## config.mk

```make
export PLATFORM = sky130hd
export DESIGN_NAME = mem_arbiter
export DESIGN_NICKNAME = d
export VERILOG_FILES = /design/src/rtl/cpu_types_pkg.sv /design/src/rtl/mem_arbiter.sv
export SDC_FILE = /design/constraint.sdc
export NUM_CORES = 1
export LEC_CHECK = 0
export ABC_AREA = 0
export CAP_MARGIN = 20
export CORE_AREA = 2 2 105 107
export CTS_CLUSTER_SIZE = 25
export DETAILED_ROUTE_END_ITERATION = 10
export DIE_AREA = 0 0 107 109
export PLACE_DENSITY = 0.6
export SYNTH_ARGS = -nofsm -noshare
export SYNTH_HDL_FRONTEND = slang
export SYNTH_SLANG_ARGS = --single-unit
```

## constraint.sdc

```tcl
create_clock -name CLK -period 1.8 [get_ports CLK]
set_input_delay 0.36 -clock CLK [delete_from_list [all_inputs] [get_ports CLK]]
set_output_delay 0.36 -clock CLK [all_outputs]
set_load 0.02 [all_outputs]
```

## src/rtl/cpu_types_pkg.sv

```systemverilog
// Shared CPU-side types: RAM handshake state, machine word, and the arbiter grant state.
package cpu_types_pkg;

  typedef logic [31:0] word_t;

  typedef enum logic [1:0] {
    FREE   = 2'd0,
    BUSY   = 2'd1,
    ACCESS = 2'd2,
    ERROR  = 2'd3
  } ramstate_t;

  typedef enum logic [1:0] {
    IDLE  = 2'd0,
    ISERV = 2'd1,
    DSERV = 2'd2
  } arb_state_t;

endpackage

```

## src/rtl/mem_arbiter.sv

```systemverilog
// Two-client (icache/dcache) arbiter onto one RAM port; one transaction at a time,
// registered grant, alternation on contention, sticky error flag.
module mem_arbiter
  import cpu_types_pkg::*;
#(
  parameter word_t ERR_WORD = 32'hBAD1BAD1
) (
  input  logic      CLK,
  input  logic      RST,
  input  logic      iREN,
  input  word_t     iaddr,
  output logic      iwait,
  output word_t     iload,
  input  logic      dREN,
  input  logic      dWEN,
  input  word_t     daddr,
  input  word_t     dstore,
  output logic      dwait,
  output word_t     dload,
  output logic      ramREN,
  output logic      ramWEN,
  output word_t     ramaddr,
  output word_t     ramstore,
  input  word_t     ramload,
  input  ramstate_t ramstate,
  output logic      err
);

  arb_state_t state_q, state_d;
  logic       last_d_q, last_d_d;
  logic       err_q, err_d;

  logic  dreq, ram_done, ram_err;
  word_t ret_word;

  assign dreq     = dREN | dWEN;
  assign ram_err  = (ramstate == ERROR);
  assign ram_done = (ramstate == ACCESS) | ram_err;
  assign ret_word = ram_err ? ERR_WORD : ramload;
  assign err      = err_q;

  // Withdrawal wins over completion: a client that dropped its request owns no result.
  always_comb begin
    state_d  = state_q;
    last_d_d = last_d_q;
    err_d    = err_q;
    case (state_q)
      IDLE: begin
        if (dreq && (!iREN || !last_d_q)) state_d = DSERV;
        else if (iREN)                    state_d = ISERV;
      end
      ISERV: begin
        if (!iREN) state_d = IDLE;
        else if (ram_done) begin
          state_d  = IDLE;
          last_d_d = 1'b0;
          err_d    = err_q | ram_err;
        end
      end
      DSERV: begin
        if (!dreq) state_d = IDLE;
        else if (ram_done) begin
          state_d  = IDLE;
          last_d_d = 1'b1;
          err_d    = err_q | ram_err;
        end
      end
      default: state_d = IDLE;
    endcase
  end

  always_comb begin
    iwait    = 1'b1;
    dwait    = 1'b1;
    iload    = '0;
    dload    = '0;
    ramREN   = 1'b0;
    ramWEN   = 1'b0;
    ramaddr  = '0;
    ramstore = '0;
    case (state_q)
      ISERV: begin
        ramaddr = iaddr;
        ramREN  = iREN;
        if (iREN && ram_done) begin
          iwait = 1'b0;
          iload = ret_word;
        end
      end
      DSERV: begin
        ramaddr  = daddr;
        ramstore = dstore;
        ramWEN   = dWEN;
        ramREN   = dREN & ~dWEN;
        if (dreq && ram_done) begin
          dwait = 1'b0;
          dload = ret_word;
        end
      end
      default: ;
    endcase
  end

  always_ff @(posedge CLK) begin
    if (RST) begin
      state_q  <= IDLE;
      last_d_q <= 1'b0;
      err_q    <= 1'b0;
    end else begin
      state_q  <= state_d;
      last_d_q <= last_d_d;
      err_q    <= err_d;
    end
  end

endmodule

```

==> impl_metrics.csv <==
group,metric,value,unit
timing,setup_violations,79,
synthesis,yosysUniqueCellTypes,25,
pwr,pwr_density_cell,361.9,nW/µm²
timing,post-route-period-util,107.5,%
grt,grt_pass1_vias,2881,
drt,drtPass1Iterations,4,
timing,worst_slack,-134.3,ps
timing,skew,3.993,ps
run,cap_violations,0,
grt,grt_pass1_wl,15.21,mm
synthesis,syn_area,1433,µm²
clock_tree,cts_sinks,4,
setup_path,worst-path-stages,6,
drt,wl,11.87,mm
timing,hold_viol,0,
clock_tree,root_buffer,"clkbuf_8",
worst_hold_path,worstHoldPathType,"flop to flop",
synthesis,yosysTopAreaCell,"nor2_1",
drt,drtIter0Drc,120,
floorplan,die_x,107,µm
setup_path,worstPathMaxFanout,11,
drt,routedWlPerCell,17.33,µm
finish,final_layout_size_suffix_gt1_share,56.88,%
timing,rsz0062_at_grt,"yes",
floorplan,rows,38,
setup_path,worstPathArrival,1570,ps
placement,placed_cells,656,
floorplan,core_area,10600,µm²
setup_path,end_kind,"output port",
setup_path,critPathMaxStageDelay,350,ps
timing,max_clock_freq,0.5170,GHz
setup_path,critPathLaunch,"state_q[0]",
clock_tree,htree_num_levels,1,
finish,final_cell_mix,"clkdlybuf4s50_1 (132), buf_6 (79), buf_4 (56)",
finish,syn_to_final_growth,287.7,%
drt,vias,3029,
clock_tree,path_clk_slew,30,ps
placement,hpwlAfterDp,7.674,mm
drt,ant_nets,0,
pwr,p_leak,2.253,nW
outcome,status,"finished, violations left",
worst_hold_path,holdPathStages,2,
floorplan,ios,268,
grt,antenna_found_initial,0,
setup_path,cpLargestDelayFamily,"buffers and inverters",
synthesis,yosys_warnings,0,
setup_path,reg2reg_from,"state_q[0]",
timing,relSlewSlack,80.66,%
finish,n_antenna_cell,0,
floorplan,dieArea,11660,µm²
outcome,failed_checks,"negative setup slack",
placement,globalplace.congestion,0.8031,
finish,final-instance-count-excl-fill,685,
floorplan,chipHeight,109,µm
setup_path,cp_cell_sequence,"inv_6 > ha_4 > buf_6 > a22oi_1 > nor2b_1 > clkdlybuf4s15_2",
setup_path,path_buf_inv,3,
synthesis,ys_seq_elements,4,
synthesis,ys_seq_area_share,5.590,%
grt,grt_max_degree,33,
clock_tree,cts.path.max_buffers,2,
synthesis,avgSynthCellArea,5.640,µm²
synthesis,syn_nets,393,
clock_tree,cts_buffers,3,
synthesis,synth_cells,254,
setup_path,required,1440,ps
timing,fin_setup_tns,-6429,ps
clock_tree,clk_latency,220,ps
placement,io_buffers,267,
synthesis,synth_top_area_share,22.53,%
clock_tree,cts_tree,"done",
finish,layout_commonest_cell,"clkdlybuf4s50_1",
drt,viasPerCell,4.422,
synthesis,synth_ff_type,"dfxtp_1",
grt,overflow,0,
finish,nets,686,
setup_path,r2r_cells,7,
synthesis,synth_edf_count,0,
worst_hold_path,hold_start,"err",
synthesis,synth_area_leaders,"nor2_1 (23%), a22oi_1 (17%), and2_1 (15%), nor2b_1 (14%), buf_2 (5.6%)",
timing,min_period,1934,ps
drt,post-route-drc-count,0,
setup_path,slowest_stage,"dfxtp_4",
grt,grt_use_total,16.21,%
pwr,vdd_drop_max,0.0005265,V
synthesis,async_reset_ff_share,0,%
timing,worst_pin_slew,289.1,ps
setup_path,crit_type,"flop to output port",
timing,final_max_slew_viol_count,0,
floorplan,initial_core_util,13.51,%
setup_path,start_kind,"flop",
## sequential cells by signal, summed over array words and instances, names as in the netlist
register  cells
last_d_q      1
err           1
state_q       2
## logic make-up after synthesis
group,synth area share [%]
adder cells (fa/ha/maj),3.494
buffers and inverters,8.734
flip-flops,5.590
AND/OR/NAND/NOR,60.87
AO/OA/AOI/OAI,21.31
## final timing paths
| path | endpoint | slack, ps |
|---|---|---|
| max reg2reg | err | 140 |
| min reg2reg | err | 520 |
| max | ramaddr[8] | -130 |
| min | err | 520 |
## power breakdown
group	leakage (nW)	internal, W	switching (W)
clock	0.0216	0.000142	0.0000453
combinational	2.20	0.000976	0.000739
sequential	0.0341	0.0000972	0.0000102
total	2.25	0.00122	0.000795
## through the flow
stage	hold slack, ps	area [µm²]	power [W]	setup slack (ps)	util [%]
floorplan	432.4	1433	0.0006268	10.58	-
global placement	490.8	4408	0.001349	-639.1	41.57
detailed placement	520.8	4408	0.001359	-640.3	41.57
CTS	533.5	4604	0.001603	-153.2	43.43
global route	555.8	5554	0.002113	-184.2	52.38
finish	520.2	5554	0.002010	-134.3	52.38
## synth_stat cells (all sizes together) (2+ instances only)
cell    number
inv          2
nor2        86
ha           4
nand2       19
and2        35
o31ai        2
clkbuf       6
dfxtp        4
nor2b       33
buf         18
a22oi       32
## routing by layer
metal | global-route usage [%] | vias up | share of wire [%]
met1 | 18.96 | 1453 | 39
li1 | - | 1421 | -
met5 | 0 | - | 0
met3 | 3.945 | 6 | 7.7
met2 | 30.98 | 149 | 53
met4 | 1.391 | 0 | 0.28
## worst min-delay path: cells and delay by family, from the launching register on
| family | cells | cell delay [ps] |
|---|---|---|
| AO/OA/AOI/OAI | 1 | 60 |
| flip-flops | 1 | 330 |
| AND/OR/NAND/NOR | 1 | 90 |
## timing repair
| item | CTS | global route |
|---|---|---|
| resized for setup | 691 | 214 |
| pin swaps | 8 | 10 |
| cloned | 5 | 9 |
| setup endpoints to repair | 132 | 127 |
| hold buffers | 0 | 0 |
| buffers inserted | 3 | 11 |
| endpoints found under the hold margin | 0 | 0 |
## final cells by class
| cell class | instances | area, µm² |
|---|---|---|
| Inverter | 2 | 15.01 |
| Timing Repair Buffer | 312 | 3366 |
| Tap cell | 140 | 175.2 |
| Multi-Input combinational cell | 224 | 1869 |
| Clock buffer | 3 | 41.29 |
| Fill cell | 995 | 5049 |
| Sequential cell | 4 | 87.58 |
Power figures use the tool's default switching activity.
